$ cat src/rtl/player_pkg.sv
// rtl/player_pkg.sv - shared types and default constants for the player motion block
package player_pkg;

   typedef logic [15:0] coord_t;

   typedef enum logic [1:0] {
      S_GROUND = 2'd0,
      S_RISE   = 2'd1,
      S_FALL   = 2'd2
   } state_t;

   localparam coord_t X_MAX_DEF    = 16'd640;
   localparam coord_t Y_GROUND_DEF = 16'd400;
   localparam coord_t GRAVITY_DEF  = 16'd1;
   localparam coord_t VY_MAX_DEF   = 16'd32;

   // Unsigned saturation used for take-off velocity
   function automatic coord_t sat_coord(coord_t v, coord_t lim);
      return (v > lim) ? lim : v;
   endfunction

endpackage

$ cat src/rtl/player_motion_if.sv
// rtl/player_motion_if.sv - control inputs and position outputs of the player motion block
interface player_motion_if;
   import player_pkg::*;

   logic   i_frame_tick;
   logic   i_run;
   coord_t i_run_speed;
   logic   i_jump;
   coord_t i_jump_height;
   coord_t o_x;
   coord_t o_y;
   state_t o_state;
   logic   o_airborne;
   logic   o_land;

   // master: the control source / renderer side
   modport master (
      output i_frame_tick, i_run, i_run_speed, i_jump, i_jump_height,
      input  o_x, o_y, o_state, o_airborne, o_land
   );

   // slave: the motion integrator
   modport slave (
      input  i_frame_tick, i_run, i_run_speed, i_jump, i_jump_height,
      output o_x, o_y, o_state, o_airborne, o_land
   );

endinterface

$ cat src/rtl/player_x_accum.sv
// rtl/player_x_accum.sv - wrapping horizontal scroll accumulator, advances on run ticks
module player_x_accum
   import player_pkg::*;
#(
   parameter coord_t X_MAX = X_MAX_DEF
) (
   input  logic   i_clk,
   input  logic   i_rst,
   input  logic   i_tick,
   input  logic   i_run,
   input  coord_t i_speed,
   output coord_t o_x
);

   coord_t      x_q, x_d;
   logic [16:0] sum;
   coord_t      x_wrap;

   // 17-bit sum so the wrap compare never overflows; a single subtract is enough
   // because speed is below X_MAX
   assign sum    = {1'b0, x_q} + {1'b0, i_speed};
   assign x_wrap = sum[15:0] - X_MAX;

   // next x: advance only on a tick with run asserted
   always_comb begin
      x_d = x_q;
      if (i_tick && i_run) begin
         if (sum >= {1'b0, X_MAX}) x_d = x_wrap;
         else                      x_d = sum[15:0];
      end
   end

   // x register
   always_ff @(posedge i_clk) begin
      if (i_rst) x_q <= '0;
      else       x_q <= x_d;
   end

   assign o_x = x_q;

endmodule

$ cat src/rtl/player_motion.sv
// rtl/player_motion.sv - per-frame player position integrator; JUMP_BUFFER_EN buffers airborne jumps
module player_motion
   import player_pkg::*;
#(
   parameter coord_t X_MAX    = X_MAX_DEF,
   parameter coord_t Y_GROUND = Y_GROUND_DEF,
   parameter coord_t GRAVITY  = GRAVITY_DEF,
   parameter coord_t VY_MAX   = VY_MAX_DEF
) (
   input  logic            i_clk,
   input  logic            i_rst,
   player_motion_if.slave  bus
);

`ifdef JUMP_BUFFER_EN
   localparam bit BUF_EN = 1'b1;
`else
   localparam bit BUF_EN = 1'b0;
`endif

   state_t state_q, state_d;
   coord_t y_q, y_d;
   coord_t vy_q, vy_d;
   logic   pending_q, pending_d;
   coord_t pend_v_q, pend_v_d;
   logic   land_q, land_d;
   logic   airborne_q, airborne_d;

   logic        jump_ok;
   coord_t      jump_v;
   logic [16:0] vy_inc;
   coord_t      vy_fall;
   logic [16:0] y_fall_sum;

   // A jump is accepted on the ground, or anywhere when buffering is built in
   assign jump_ok = bus.i_jump && (bus.i_jump_height != '0) &&
                    (BUF_EN || (state_q == S_GROUND));
   assign jump_v  = sat_coord(bus.i_jump_height, VY_MAX);

   // Falling velocity grows in 17 bits before saturating to VY_MAX
   assign vy_inc     = {1'b0, vy_q} + {1'b0, GRAVITY};
   assign vy_fall    = (vy_inc > {1'b0, VY_MAX}) ? VY_MAX : vy_inc[15:0];
   assign y_fall_sum = {1'b0, y_q} + {1'b0, vy_fall};

   // Vertical FSM next-state: jump capture first, so a same-cycle tick consumes it
   always_comb begin
      state_d   = state_q;
      y_d       = y_q;
      vy_d      = vy_q;
      pending_d = pending_q;
      pend_v_d  = pend_v_q;
      land_d    = 1'b0;

      if (jump_ok) begin
         pending_d = 1'b1;
         pend_v_d  = jump_v;
      end

      if (bus.i_frame_tick) begin
         case (state_q)
            S_GROUND: begin
               if (pending_d) begin
                  vy_d      = pend_v_d;
                  pending_d = 1'b0;
                  pend_v_d  = '0;
                  state_d   = S_RISE;
               end
            end
            S_RISE: begin
               y_d = (vy_q > y_q) ? '0 : (y_q - vy_q);
               if (vy_q <= GRAVITY) begin
                  vy_d    = '0;
                  state_d = S_FALL;
               end else begin
                  vy_d = vy_q - GRAVITY;
               end
            end
            S_FALL: begin
               if (y_fall_sum >= {1'b0, Y_GROUND}) begin
                  y_d     = Y_GROUND;
                  vy_d    = '0;
                  state_d = S_GROUND;
                  land_d  = 1'b1;
               end else begin
                  y_d  = y_fall_sum[15:0];
                  vy_d = vy_fall;
               end
            end
            default: begin
               state_d = S_GROUND;
               y_d     = Y_GROUND;
               vy_d    = '0;
            end
         endcase
      end

      airborne_d = (state_d != S_GROUND);
   end

   // Vertical state registers
   always_ff @(posedge i_clk) begin
      if (i_rst) begin
         state_q    <= S_GROUND;
         y_q        <= Y_GROUND;
         vy_q       <= '0;
         pending_q  <= 1'b0;
         pend_v_q   <= '0;
         land_q     <= 1'b0;
         airborne_q <= 1'b0;
      end else begin
         state_q    <= state_d;
         y_q        <= y_d;
         vy_q       <= vy_d;
         pending_q  <= pending_d;
         pend_v_q   <= pend_v_d;
         land_q     <= land_d;
         airborne_q <= airborne_d;
      end
   end

   player_x_accum #(
      .X_MAX (X_MAX)
   ) u_x_accum (
      .i_clk   (i_clk),
      .i_rst   (i_rst),
      .i_tick  (bus.i_frame_tick),
      .i_run   (bus.i_run),
      .i_speed (bus.i_run_speed),
      .o_x     (bus.o_x)
   );

   assign bus.o_y        = y_q;
   assign bus.o_state    = state_q;
   assign bus.o_airborne = airborne_q;
   assign bus.o_land     = land_q;

endmodule

$ cat src/flat_wrapper.sv
// flat-port wrapper written by rule: the top's interface ports become plain ports
module player_motion_flat import player_pkg::*;
#(
   parameter coord_t X_MAX    = X_MAX_DEF,
   parameter coord_t Y_GROUND = Y_GROUND_DEF,
   parameter coord_t GRAVITY  = GRAVITY_DEF,
   parameter coord_t VY_MAX   = VY_MAX_DEF
)
  (i_clk, i_rst, bus_i_frame_tick, bus_i_run, bus_i_run_speed, bus_i_jump, bus_i_jump_height, bus_o_x, bus_o_y, bus_o_state, bus_o_airborne, bus_o_land);
  player_motion_if bus_i ();
  input  logic i_clk;
  input  logic i_rst;
  input wire logic [$bits(bus_i.i_frame_tick)-1:0] bus_i_frame_tick;
  input wire logic [$bits(bus_i.i_run)-1:0] bus_i_run;
  input wire logic [$bits(bus_i.i_run_speed)-1:0] bus_i_run_speed;
  input wire logic [$bits(bus_i.i_jump)-1:0] bus_i_jump;
  input wire logic [$bits(bus_i.i_jump_height)-1:0] bus_i_jump_height;
  output wire logic [$bits(bus_i.o_x)-1:0] bus_o_x;
  output wire logic [$bits(bus_i.o_y)-1:0] bus_o_y;
  output wire logic [$bits(bus_i.o_state)-1:0] bus_o_state;
  output wire logic [$bits(bus_i.o_airborne)-1:0] bus_o_airborne;
  output wire logic [$bits(bus_i.o_land)-1:0] bus_o_land;
  assign bus_i.i_frame_tick = bus_i_frame_tick;
  assign bus_i.i_run = bus_i_run;
  assign bus_i.i_run_speed = bus_i_run_speed;
  assign bus_i.i_jump = bus_i_jump;
  assign bus_i.i_jump_height = bus_i_jump_height;
  assign bus_o_x = bus_i.o_x;
  assign bus_o_y = bus_i.o_y;
  assign bus_o_state = bus_i.o_state;
  assign bus_o_airborne = bus_i.o_airborne;
  assign bus_o_land = bus_i.o_land;
  player_motion #(.X_MAX(X_MAX), .Y_GROUND(Y_GROUND), .GRAVITY(GRAVITY), .VY_MAX(VY_MAX)) u_core (.i_clk(i_clk), .i_rst(i_rst), .bus(bus_i));
endmodule
$ cat config.mk
export PLATFORM = sky130hd
export DESIGN_NAME = player_motion_flat
export DESIGN_NICKNAME = d
export VERILOG_FILES = /design/src/rtl/player_pkg.sv /design/src/rtl/player_motion_if.sv /design/src/rtl/player_x_accum.sv /design/src/rtl/player_motion.sv /design/src/flat_wrapper.sv
export SDC_FILE = /design/constraint.sdc
export NUM_CORES = 1
export LEC_CHECK = 0
export ABC_AREA = 1
export ABC_CLOCK_PERIOD_IN_PS = 5300
export CAP_MARGIN = 20
export CORE_ASPECT_RATIO = 1.75
export CORE_UTILIZATION = 50
export DETAILED_ROUTE_END_ITERATION = 10
export DONT_BUFFER_PORTS = 1
export HOLD_SLACK_MARGIN = 0.06
export MAX_ROUTING_LAYER = met4
export SYNTH_ARGS = -nofsm -noshare
export SYNTH_HDL_FRONTEND = slang
export SYNTH_SLANG_ARGS = --single-unit
$ cat constraint.sdc
create_clock -name i_clk -period 5.3 [get_ports i_clk]
set_input_delay 1.06 -clock i_clk [delete_from_list [all_inputs] [get_ports i_clk]]
set_output_delay 1.06 -clock i_clk [all_outputs]
set_load 0.01 [all_outputs]
Word-level counts from Yosys, hierarchy flattened
Cells that the tools add are included.
- output and inout bits: 36
- flip-flop bits (word level): 69
- input port bits: 37
- reduce and logical (&&, ||, !) cells: 9
- bitwise operators: 3
- eq/ne operators: 3
- muxes and demuxes: 23
- order comparisons: 6
- add/sub/neg operators: 6
- operators by type and width (cell ; number):
    $mux 16 ; 12
    $pmux 16 s3 ; 2
    $add 16x16->17 ; 2
    $add 16x1->17 const B ; 1
    $ge 17x10->1 const B ; 1
    $ge 17x9->1 const B ; 1
    $gt 17x6->1 const B ; 1
    $gt 16x16->1 ; 1
    $gt 16x6->1 const B ; 1
    $le 16x1->1 const B ; 1
    $reduce_bool 16->1 ; 1
    $sub 16x1->16 const B ; 1
    $sub 16x10->16 const B ; 1
    $sub 16x16->16 ; 1
    $mux 2 ; 4
    $pmux 2 s3 ; 1
    $mux 1 ; 4
    $reduce_and 2->1 ; 2
    $logic_and 1x1->1 ; 3
    $not 1->1 ; 3
    $reduce_or 3->1 ; 1
    $eq 2x1->1 const B ; 1
    $eq 2x2->1 const B ; 1
    $logic_not 2->1 ; 1
    2 further kinds ; 2

Longest topological paths before layout
Gate-level depths: netlist of the first run.
- depth after elaboration: 9
- depth in mapped cells: 33
- mapped depth without buffers: 33

Cells and area by module
From an unflattened synthesis of the first run, not the netlist that was laid out.
- cell total of the unflattened synthesis: 1212
- area, all modules: 7184.4 um^2
- by module, submodules not included (module ; cells each ; instances ; area an instance (um^2)):
    player_motion ; 882 ; 1 ; 5251.3
    player_x_accum ; 330 ; 1 ; 1933.1

Least setup slack after synthesis of the first run
Ideal clock, no wire load.
- path type: register to register
- start: register u_core.vy_q[0]
- end: register u_core.vy_q[0]
- clock period less this slack: 3.638 ns
- slack: 1.662 ns
- data arrival time: 3.572 ns
- stages on the path, launching flop included: 31
- path through: dfxtp_1 -> ha_1 -> nand2_1 -> nor2_1 -> nand2_2 -> nor2_4 -> nand2_1 -> nand2_1 -> nand2_1 -> a21oi_1 -> nand3_2 -> nor2_1 -> ha_1 -> inv_1 -> fa_1 -> inv_1 -> nand3_1 -> nand2_2 -> nand2_1 -> nand2_1 -> nand2_1 -> nand2_1 -> nand2_1 -> nand2_1 -> nand3_2 -> nor2_8 -> buf_12 -> nand3_1 -> nand2_1 -> nand2_1 -> a21oi_2
- longest elaborated chain between the ends: 7
- RTL lines (element ; RTL line ; text):
    from (decl) ; player_motion.sv:23 ; coord_t vy_q, vy_d;
    from (signal assigned) ; player_motion.sv:113 ; vy_q <= vy_d;
    $add 16x1->17 ; player_motion.sv:41 ; assign vy_inc = {1'b0, vy_q} + {1'b0, GRAVITY};
    $gt 17x6->1 ; player_motion.sv:42 ; assign vy_fall = (vy_inc > {1'b0, VY_MAX}) ? VY_MAX : vy_inc[15:0];
    $mux 16 ; player_motion.sv:42 ;
    $add 16x16->17 ; player_motion.sv:43 ; assign y_fall_sum = {1'b0, y_q} + {1'b0, vy_fall};
    $ge 17x9->1 ; player_motion.sv:79 ; if (y_fall_sum >= {1'b0, Y_GROUND}) begin
    $mux 16 ; player_motion.sv:79 ;
    $pmux 16 s3 (*) ; player_motion.sv:60 ; case (state_q)
Mark *: on every way between the ends. The rest lies on a longest branch, timed or not.
A chain may end at the register's enable or synchronous reset.

Final worst setup path of the first run
- start: register u_core.vy_q[0]
- end: register u_core.state_q[1] (netlist: u_core.bus.o_state[1])
- longest elaborated chain between the ends: 8
- RTL lines (element ; RTL line ; text):
    $add 16x1->17 ; player_motion.sv:41 ;
    $gt 17x6->1 ; player_motion.sv:42 ;
    $mux 16 ; player_motion.sv:42 ;
    $add 16x16->17 ; player_motion.sv:43 ;
    $ge 17x9->1 ; player_motion.sv:79 ;
    $mux 2 ; player_motion.sv:79 ;
    $pmux 2 s3 (*) ; player_motion.sv:60 ;
    $mux 2 (*) ; player_motion.sv:59 ; if (bus.i_frame_tick) begin
    to (signal assigned) ; player_motion.sv:111 ; state_q <= state_d;
    to (decl) ; player_motion.sv:21 ; state_t state_q, state_d;
Marked as above.

==> results of run 1 <==
-- synth_stat cells, types with 2 or more instances --
cell | count | area share
xor2_1 | 27 | 0.034
ha_1 | 58 | 0.10
a21oi_1 | 76 | 0.054
nand4_1 | 20 | 0.018
dfxtp_1 | 69 | 0.20
inv_1 | 166 | 0.088
clkinv_1 | 2 | 0.0011
nand3_1 | 104 | 0.074
o21a_1 | 2 | 0.0021
nand2_1 | 348 | 0.19
o31ai_1 | 2 | 0.0021
nand2_2 | 8 | 0.0071
nor3_2 | 2 | 0.0028
o21ai_0 | 49 | 0.035
nor2_1 | 106 | 0.056
clkbuf_1 | 16 | 0.0085
fa_1 | 3 | 0.0085
o21bai_1 | 2 | 0.0021
nor3_1 | 12 | 0.0085
o2111ai_1 | 4 | 0.0050
a21oi_2 | 12 | 0.015
inv_2 | 11 | 0.0059
xnor2_1 | 5 | 0.0062
nor2_2 | 7 | 0.0062
o22ai_1 | 5 | 0.0044
buf_4 | 6 | 0.0064
a31oi_1 | 2 | 0.0018
buf_2 | 7 | 0.0050
nand3_2 | 9 | 0.013
nor2_4 | 2 | 0.0032
and2_1 | 4 | 0.0036
nand3b_1 | 11 | 0.012
o211ai_1 | 7 | 0.0075
or2_2 | 2 | 0.0018
o21ai_1 | 3 | 0.0021
-- cells in the final DEF (no fill, tap or decap), drive strengths merged --
cell type	synthesis	layout
o21a	2	2
a31oi	2	2
xnor2	5	5
dfxtp	69	69
xor2	27	27
clkinv	2	5
fa	3	3
nor3	14	14
nand3b	11	11
or2	2	2
a21oi	88	88
bufinv	0	2
o31ai	2	2
nor4	1	1
and2	4	4
and3	1	1
ha	58	58
o21ai	53	53
a21o	1	1
a21boi	1	1
a32o	1	1
clkinvlp	0	1
nor2	116	116
nand4	20	20
o21bai	2	2
nand2	357	357
o2111ai	4	4
clkbuf	16	9
nand3	113	113
conb	1	10
o211ai	7	7
o22ai	5	5
inv	177	178
-- sequential cells by signal, summed over array words and instances, names as in the netlist --
name / count
u_core.pend_v_q: 16
u_core.bus.o_airborne: 1
u_core.bus.o_y: 16
u_core.vy_q: 16
u_core.pending_q: 1
u_core.u_x_accum.o_x: 16
u_core.bus.o_state: 2
u_core.bus.o_land: 1
-- per-stage QoR --
stage                     cells  setup slack, ns
after global placement     1335             1.09
final                      1351            0.976
after detailed placement   1335             1.00
after global routing       1351            0.448
after floorplan            1189             1.66
after CTS                  1351            0.969
-- final cells by class --
cell class / instances / area, sq um
Tap cell: 177 / 221
Multi-Input combinational cell: 910 / 4860
Fill cell: 1520 / 6380
Inverter: 179 / 672
Clock buffer: 9 / 225
Clock inverter: 7 / 98.8
Sequential cell: 69 / 1380
-- power groups by stage --
| stage | registers [mW] | clock network, mW | logic (mW) |
|---|---|---|---|
| finish | 0.582 | 0.669 | 0.659 |
| global route | 0.585 | 0.704 | 0.745 |
| CTS | 0.582 | 0.682 | 0.660 |
| detailed placement | 0.593 | 0 | 0.656 |
| global placement | 0.593 | 0 | 0.656 |
| floorplan | 0.579 | 0 | 0.522 |
-- worst max-delay path: cells and delay by family (launching register included) --
family	cells	cell delay, ns
simple gates	23	2.44
buf+inv	3	0.28
compound gates	1	0.13
flops	1	0.51
fa+ha+maj	3	0.89
-- logic make-up after synthesis --
group / Yosys count / synth area share
flops: 69 / 0.196
other cells: 1 / 0.000532
compound gates: 168 / 0.136
xor+xnor: 32 / 0.0398
fa+ha+maj: 61 / 0.112
buf+inv: 210 / 0.119
simple gates: 639 / 0.398
-- routing by layer --
| metal | routed length (um) | up-vias | track usage |
|---|---|---|---|
| met5 | 0 | - | - |
| met4 | 1330 | 0 | 0.194 |
| met3 | 650 | 66 | 0.0430 |
| met2 | 12000 | 141 | 0.613 |
| met1 | 7060 | 3251 | 0.249 |
| li1 | - | 3776 | - |
-- how the worst min path moves through the flow --
stage                        startpoint                  end  slack, ns
global route        u_core.pend_v_q[12]  u_core.pend_v_q[12]       0.47
global placement     u_core.pend_v_q[7]   u_core.pend_v_q[7]       0.44
CTS                 u_core.pend_v_q[11]  u_core.pend_v_q[11]       0.46
floorplan           u_core.pend_v_q[14]  u_core.pend_v_q[14]       0.44
detailed placement  u_core.pend_v_q[10]  u_core.pend_v_q[10]       0.45
finish              u_core.pend_v_q[11]  u_core.pend_v_q[11]       0.45
==> impl.org, run 1 <==
** Synthesis
- The synthesized design contains 0 enable-type register cells.
- Yosys mapped the design onto 46 distinct sky130hd cell types.
- Number of storage elements in the synthesis netlist :: 69
- Fraction of registers with async set or reset after synthesis :: 0
- For this run, the number of Yosys warnings is 0.
- After synthesis the cells add up to 7040 sq um.
- The share of the Yosys chip area taken by registers is 0.196.
- Syn Inst Count :: 1,180
- Primary flip-flop cell chosen by synthesis mapping :: dfxtp_1
- Averaged over all synthesized cells, the footprint is 5.97 sq um.

** Clock network
- Quantity of gates resized following cts :: 0
- Clock root buffer master :: clkbuf_16
- Clock tree from TritonCTS :: built
- Cts bufs inserted :: 9
- Setup fix buffers added after clock tree synthesis :: 0
- The clock tree synthesis step divided the H-tree into 3 levels.
- After clock tree synthesis, the clock-pin slew on the worst setup and hold paths is 0.06 ns.
- Hold-fix buffers at CTS :: 0
- The clock drives 69 sinks.
- The later pin in the worst-skew pair is clocked with a latency of 0.34 ns.
- Max Buffers Root-to-Sink :: 2

** Timing
- The worst path in the final design needs a cycle of 4.32 ns, including I/O delays and setup.
- Max-slew violation count :: 0
- Setup-violating endpoint count in the final report :: 0
- At the pin with the least slew margin, the transition time is 0.991 ns.
- Final worst path period share :: 0.816
- Worst hold slack across all endpoints :: 0.454 ns
- RSZ-0062 raised after global routing :: false
- Worst-case clock skew :: 0.00772 ns
- Total Negative Setup Slacks :: 0 ns
- Worst slew margin :: 0.337
- Maximum frequency from static timing analysis :: 0.231 GHz
- The number of hold-slack violations in the final timing report came to 0.

** Floorplan
- 73 I/O pins were placed.
- In this run the standard cell core region covers 13,800 sq um.
- Chip Height :: 159 um
- Row generation in the floorplan step produced 57 rows.
- Measured along the x axis, the die boundary spans 91.7 um.
- Effective utilization at floorplan :: 0.509
- Area of the die :: 14,600 sq um

** Job
- Max-Cap Viols :: 0

** Detailed routing
- Post-detailed-route via-to-cell ratio :: 5.35
- The routed design has 21,000 um of wire.
- In the routed design, unresolved DRC markers number 0.
- Number of routed nets with antenna violations :: 0
- DRT Pass-1 Iters :: 4
- In this run, the number of DRC markers left after iteration 0 of detailed routing was 282.
- Summing over every cut layer, the via total after detailed routing is 7,234.
- Dividing the detail-routed wire length by the instance count gives 15.5 um.

** GRT
- Global-route wire length before repair :: 34,100 um
- Remaining global-route overflow :: 0
- Maximum number of pins on one net before global-route repair :: 38
- In the global route stage, overall resource usage came out at 0.306.
- The initial antenna violation count is 0.
- Via count of the first global-routing pass :: 7,326

** Worst setup path
- On the worst path, the slowest cell contributes a delay of 0.51 ns.
- Worst EP required :: 5.58 ns
- STA puts the critical path data arrival time at 4.61 ns.
- Slowest cell on crit path :: dfxtp_1
- For flop-to-flop paths, the worst setup slack is 0.98 ns.
- Reg2Reg Capture Point :: u_core.bus.o_state[1]
- Critical Path Start :: u_core.vy_q[0]
- The most critical setup path has its endpoint at u_core.bus.o_state[1].
- Origin of the critical flop-to-flop path :: u_core.vy_q[0]
- Most used cell along the critical path :: nand2_1
- STA classifies the critical path endpoint as a flip-flop.
- Worst Setup Path Type :: reg -> reg
- Counting cells, the worst reg-to-reg path comes to 30.
- STA classifies the critical path startpoint as a flip-flop.
- In this run the worst path has a maximum fanout of 16.

** Cells and area
- Once layout is complete, the utilization of the core stands at 0.539.
- In the final design database the tool counted 1,267 nets.
- Share of post-route cells with drive strength above 1 :: 0.0613
- The number of antenna diodes in the final layout is 0.
- The finished cells cover 7460 sq um.
- Synthesis-to-finish area growth :: 5.90%

** Pwr
- Ratio of total power to cell area :: 256 nW/um^2
- Summed over all nets, the switching power comes to 0.737 mW.
- Leakage component of the power :: 3.85 nW
- Total power draw :: 1.91 mW
- Comb power frac :: 0.345
- Internal power consumption :: 1.17 mW
- Fraction of power spent switching nets :: 0.386
- Of the total power, registers draw 0.305.
- Proportion of power drawn by the clock network :: 0.350
- The worst-case IR drop observed on VDD is 172 uV.

** Outcome
- Status :: finished clean

** Hold path
- Hold depth :: 2
- Class of the worst hold path :: reg -> reg

** Place
- Detail Placement HPWL :: 17,100 um
- Count of port buffers added during placement :: 0
- In this run the cell area measured after placement is 7130 sq um.
- The congestion estimate from routability-driven global placement came to 0.937.
Note: power is estimated with default switching activity, not from simulation.
==> run 2: changes to the inputs <==
--- a/config.mk
+++ b/config.mk
@@ -6,7 +6,7 @@
 export NUM_CORES = 1
 export LEC_CHECK = 0
 export ABC_AREA = 1
-export ABC_CLOCK_PERIOD_IN_PS = 5300
+export ABC_CLOCK_PERIOD_IN_PS = 4410
 export CAP_MARGIN = 20
 export CORE_ASPECT_RATIO = 1.75
 export CORE_UTILIZATION = 50
==> constraint.sdc (replaced) <==
create_clock -name i_clk -period 4.41 [get_ports i_clk]
set_input_delay 0.882 -clock i_clk [delete_from_list [all_inputs] [get_ports i_clk]]
set_output_delay 0.882 -clock i_clk [all_outputs]
set_load 0.01 [all_outputs]
==> impl.org, run 2 (synthesized netlist as in run 1, its figures left out) <==
** Detailed routing
- Per-cell routed wire length :: 15.8 um
- For this block, the initial DRC count from the detailed router was 330.
- DRC violation count after routing :: 0
- Number of routed nets with antenna violations :: 0
- The routed layout has 7,327 vias.
- DRT Pass-1 Iters :: 5
- Total routed wirelength :: 21,500 um
- In the routed layout, each cell is associated on average with a via count of 5.38.

** Place
- Count of port buffers added during placement :: 0
- After legalization and detailed placement, the total HPWL measured 17,300 um.
- Global placer's final weighted congestion :: 0.922

** Worst setup path
- STA classifies the critical path startpoint as a flip-flop.
- Most used cell along the critical path :: nand2_1
- At the worst endpoint, the required time is 4.69 ns.
- The slowest stage of the critical path belongs to the cell dfxtp_2.
- STA puts the critical path data arrival time at 4.33 ns.
- Along the worst path, the maximum fanout reaches 5.
- STA classifies the critical path endpoint as a flip-flop.
- In this design, the stage delay of the slowest critical-path cell is 0.37 ns.
- Worst Setup Path Type :: reg -> reg

** GRT
- The first global-routing pass estimated 34,200 um of wire.
- Combined global-route utilization of all metal layers :: 0.309
- Maximum number of pins on one net before global-route repair :: 38
- The via count of the first global-routing pass came to 7,131.
- The initial antenna violation count came to 0.
- For this run the aggregate overflow at the end of global routing stands at 0.

** Cells and area
- Share of post-route cells with drive strength above 1 :: 0.0760
- Number of antenna repair diodes :: 0
- Most common library cell in the layout ignoring fill and taps :: nand2_1
- Synthesis-to-finish area growth :: 6.77%
- Commonest cells after routing, fill and taps aside :: 347 x nand2_1, 165 x inv_1, 104 x nand3_1, 104 x nor2_1, 76 x a21oi_1
- After the last flow step, the layout net total stands at 1,277.

** Job
- Max-cap violations in this run came to 0.

** Floorplan
- After floorplanning, the core was sized to cover 13,800 sq um.
- In this run the vertical extent of the chip is 159 um.
- Ports :: 73
- Area of the die :: 14,600 sq um
- Die Width :: 91.7 um
- # rows :: 57
- For this configuration, the core starts out at a cell density of 0.509.

** Timing
- RSZ-0062 raised after global routing :: false
- After layout, the minimum clock period comes to 4.05 ns.
- Worst-case clock skew :: 0.00742 ns
- Adding up every negative setup slack in the final design gives 0 ns.
- Slew of the pin with the lowest slew margin :: 0.903 ns
- Timing would allow up to 0.247 GHz.
- Setup violations remaining at the end of the flow were counted as 0.
- The number of hold-slack violations in the final timing report was 0.
- Worst slew margin :: 0.398
- Dividing the final minimum period by the clock period gives 0.919.
- Max-slew violation count :: 0

** Clock network
- Max Buffers Root-to-Sink :: 2
- Maximum level of the CTS H-tree :: 3
- In this run the clock root is driven by a clkbuf_16.
- The later pin in the worst-skew pair is clocked with a latency of 0.34 ns.
- For this design, the sink count on the clock tree is 69.
- Clock-pin slew was measured on the worst setup and hold paths at 0.06 ns.
- Clock tree from TritonCTS :: built
- Buffers inserted during clock tree synthesis total 9.

** Hold path
- The path class of the tightest hold or removal check is reg -> reg.

** Pwr
- Dividing total power by cell area gives a power density of 294 nW/um^2.
- Worst-case vdd ir drop :: 189 uV
- Total power draw :: 2.21 mW
- For this design the static power due to leakage is 3.86 nW.

** Outcome
- Status :: finished clean
==> run 2: repair_timing <==
item	in CTS	in global routing
buffers inserted	0	3
setup endpoints to repair	0	19
hold buffers	0	0
gates resized for setup	0	11
==> run 2: power breakdown <==
part | leakage, nW | total (mW) | switching (mW) | internal (mW)
combinational | 3.18 | 0.820 | 0.549 | 0.270
sequential | 0.562 | 0.696 | 0.0413 | 0.655
clock | 0.122 | 0.694 | 0.309 | 0.385
total | 3.86 | 2.21 | 0.899 | 1.31
==> run 2: worst max-delay path, delay by kind of cell (launching register included) <==
kind	cells	cell delay [ns]
and+or+nand+nor	24	2.53
adders and majority gates	2	0.56
DFF	1	0.37
AOI/OAI and AO/OA	2	0.27
buffers and inverters	2	0.23
==> run 2: stage by stage <==
step / utilization / hold slack, ns / worst slack (ns) / cell area [sq um] / std cells
after detailed placement: 0.519 / 0.450 / 0.193 / 7180 / 1341
after CTS: 0.539 / 0.459 / 0.166 / 7460 / 1357
after global routing: 0.543 / 0.482 / 0.0198 / 7520 / 1361
final: 0.543 / 0.456 / 0.359 / 7520 / 1361
after global placement: 0.519 / 0.444 / 0.314 / 7180 / 1341
after floorplan: - / 0.436 / 0.772 / 7080 / 1189
==> run 2: final cells by class <==
type | instances | area, sq um
flip-flops and latches | 69 | 1380
inverters | 179 | 672
multi-input cells | 911 | 4900
well taps | 177 | 221
clock buffers | 10 | 229
fillers | 1535 | 6320
clock inverters | 6 | 47.5
repair buffers | 9 | 67.6
==> run 2: path summary, 6_finish.rpt <==
path                            from                  to  slack [ns]  cells past startpoint
setup / recovery      u_core.vy_q[1]      u_core.vy_q[2]        0.36                     30
hold / removal    u_core.pend_v_q[7]  u_core.pend_v_q[7]        0.46                      2
setup reg to reg      u_core.vy_q[1]      u_core.vy_q[2]        0.36                     30
hold reg to reg   u_core.pend_v_q[7]  u_core.pend_v_q[7]        0.46                      2
==> run 2: metal layers <==
layer / vias up / global-route usage / share of wire
met5: - / - / 0
met4: 0 / 0.195 / 0.060
met3: 75 / 0.0334 / 0.020
met2: 131 / 0.616 / 0.57
met1: 3325 / 0.262 / 0.35
li1: 3796 / - / -
==> run 3: changes to the inputs <==
--- a/config.mk
+++ b/config.mk
@@ -6,7 +6,7 @@
 export NUM_CORES = 1
 export LEC_CHECK = 0
 export ABC_AREA = 1
-export ABC_CLOCK_PERIOD_IN_PS = 4410
+export ABC_CLOCK_PERIOD_IN_PS = 4160
 export CAP_MARGIN = 20
 export CORE_ASPECT_RATIO = 1.75
 export CORE_UTILIZATION = 50
==> constraint.sdc (replaced) <==
create_clock -name i_clk -period 4.16 [get_ports i_clk]
set_input_delay 0.832 -clock i_clk [delete_from_list [all_inputs] [get_ports i_clk]]
set_output_delay 0.832 -clock i_clk [all_outputs]
set_load 0.01 [all_outputs]
==> impl.org, run 3 (synthesized netlist as in run 1, its figures left out) <==
** Worst setup path
- The critical path is of the reg -> reg type.
- Setup crit end kind :: flip-flop
- Data on the critical path arrives at its endpoint at 4.16 ns.
- The startpoint identified for the worst register-to-register timing path is u_core.vy_q[0].
- For this run, the slowest stage of the critical path takes 0.37 ns.
- By instance count, the cell type seen most on the critical path is nand2_1.
- R2r worst-path depth :: 27
- On the critical path, the stage with the largest delay is an instance of dfxtp_2.
- Worst EP required :: 4.44 ns
- Register-to-register setup slack :: 0.28 ns
- Reg2Reg Capture Point :: u_core.bus.o_y[6]
- STA classifies the critical path startpoint as a flip-flop.
- Worst-path maximum fanout :: 8

** GRT
- Combined global-route utilization of all metal layers :: 0.307
- Global-route wire length before repair :: 34,100 um
- Remaining global-route overflow :: 0
- Via count of the first global-routing pass :: 7,291
- Initial antenna violation count :: 0
- Maximum number of pins on one net before global-route repair :: 38

** Pwr
- Ratio of total power to cell area :: 317 nW/um^2
- Across the VDD grid, the largest voltage drop is 217 uV.
- Leakage component of the power :: 3.91 nW

** Cells and area
- In the final layout, flip-flops and latches occupy 1390 sq um.
- Leaving out fill and tap cells, the most frequent cell in the layout is nand2_1.
- Synthesis-to-finish area growth :: 8.12%
- Final-stage net count :: 1,280
- Of the cells placed in the final design, the portion with a size suffix greater than 1 is 0.0817.
- The filler cells instantiated in the layout total 1,508.
- The repair_antennas step left the layout with diodes totalling 0.
- The top cell types in the final layout, fill and taps aside, are 347 x nand2_1, 165 x inv_1, 104 x nand3_1, 103 x nor2_1, 75 x a21oi_1.
- In the final layout, the multi-input gates occupy 4930 sq um.
- Post-route non-filler standard cell count :: 1,364

** Hold path
- Hold Startpoint :: u_core.pend_v_q[8]
- Hold Path End :: u_core.pend_v_q[8]
- Class of the worst hold path :: reg -> reg
- Hold depth :: 2

** Clock network
- Clock-pin transition on the worst setup and hold timing paths :: 0.06 ns
- Clock Sinks :: 69
- The number of hold buffers added after CTS was 0.
- Maximum level of the CTS H-tree :: 3
- Worst-Skew Late Latency :: 0.34 ns
- Clock tree from TritonCTS :: built
- Clock root buffer master :: clkbuf_16
- Buffers inserted during clock tree synthesis total 9.
- The clock passes through at most 2 buffers.

** Detailed routing
- Dividing the detail-routed via count by the number of cells gives 5.34.
- After the first detailed-routing iteration, the DRC count stood at 308.
- The final layout contains routed wiring with a total length of 21,500 um.
- The routed layout has 7,283 vias.
- DRT Pass-1 Iters :: 5
- After detailed routing, the number of remaining DRC violations is 0.
- Number of routed nets with antenna violations :: 0
- Per-cell routed wire length :: 15.8 um

** Floorplan
- For this configuration, the core starts out at a cell density of 0.509.
- Core Area :: 13,800 sq um
- The die covers 14,600 sq um.
- Ports :: 73
- The die is 91.7 um wide.
- Row generation in the floorplan step produced 57 rows.
- In this run the vertical extent of the chip is 159 um.

** Timing
- Final critical-path required period :: 3.88 ns
- Worst-case clock skew :: 0.00624 ns
- Slew of the pin with the lowest slew margin :: 0.913 ns
- Of the available clock period, the critical path in the final layout requires 0.933.
- Worst slew margin :: 0.391
- Final Hold Fails :: 0
- Setup-violating endpoint count in the final report :: 0
- Hold timing on the final database bottoms out at a slack of 0.455 ns.
- Maximum frequency from static timing analysis :: 0.258 GHz
- Max-slew violation count :: 0

** Place
- Port buffering added 0 buffers.
- Global placer's final weighted congestion :: 0.921
- Detail Placement HPWL :: 17,400 um
- After detailed placement, the design holds a cell count of 1,343.

** Job
- Max-Cap Viols :: 0

** Outcome
- Status :: finished clean
-- run 3: changes by cell type in the layout (fill, tap and decap cells not counted), sizes merged --
cell	delta
clkinvlp	-2
clkinv	+1
buf	+3
bufinv	+1
-- run 3: final cells by class --
cell class / instances / share of cell area
clock buffers: 10 / 0.0301
clock inverters: 6 / 0.00937
inverters: 179 / 0.0882
multi-input cells: 911 / 0.647
flip-flops and latches: 69 / 0.182
well taps: 177 / 0.0291
repair buffers: 12 / 0.0140
-- run 3: per-layer routing --
metal  track usage  vias to the layer above  routed length, um
li1              -                     3793                  -
met1         0.248                     3277               7320
met2         0.616                      140              12200
met3        0.0387                       73                603
met4         0.205                        0               1400
met5             -                        -                  0
-- run 3: critical path, delay by kind of cell (launching register included) --
kind | cells | cell delay, ns
buf+inv | 5 | 0.58
fa+ha+maj | 1 | 0.34
simple gates | 18 | 2.08
compound gates | 3 | 0.44
flops | 1 | 0.37
-- run 3: stage by stage --
| stage | setup WS (ns) | area [sq um] | util | total power [mW] | TNS, ns |
|---|---|---|---|---|---|
| 5_1_grt | -0.00814 | 7610 | 0.550 | 2.56 | -0.00814 |
| 3_5_place_dp | 0.124 | 7190 | 0.520 | 1.60 | 0 |
| 4_1_cts | 0.0625 | 7490 | 0.542 | 2.40 | 0 |
| 6_report | 0.278 | 7610 | 0.550 | 2.41 | 0 |
| 3_3_place_gp | 0.217 | 7190 | 0.520 | 1.61 | 0 |
| 2_1_floorplan | 0.522 | 7080 | - | 1.40 | 0 |
-- run 3: power by group --
part           switching, mW  total [mW]  internal [mW]  leakage [nW]
Clock                  0.329       0.799          0.470         0.140
Sequential            0.0451       0.739          0.694         0.563
Combinational          0.588       0.874          0.287          3.21
-- run 3: what timing repair did --
action                                 in CTS  in global routing
setup endpoints to repair                   0                 19
buffers inserted                            0                  4
endpoints found under the hold margin       0                  0
resized for setup                           0                 20
-- run 3: worst max path at each step --
stage	start	end	slack [ns]	cells after the start
2_1_floorplan	u_core.vy_q[0]	u_core.vy_q[0]	0.52	30
3_3_place_gp	u_core.vy_q[1]	u_core.bus.o_y[8]	0.22	29
3_5_place_dp	u_core.vy_q[1]	u_core.vy_q[4]	0.12	28
4_1_cts	u_core.vy_q[1]	u_core.vy_q[4]	0.06	28
5_1_grt	u_core.vy_q[0]	u_core.bus.o_airborne	-0.008	30
6_report	u_core.vy_q[0]	u_core.bus.o_y[6]	0.28	27
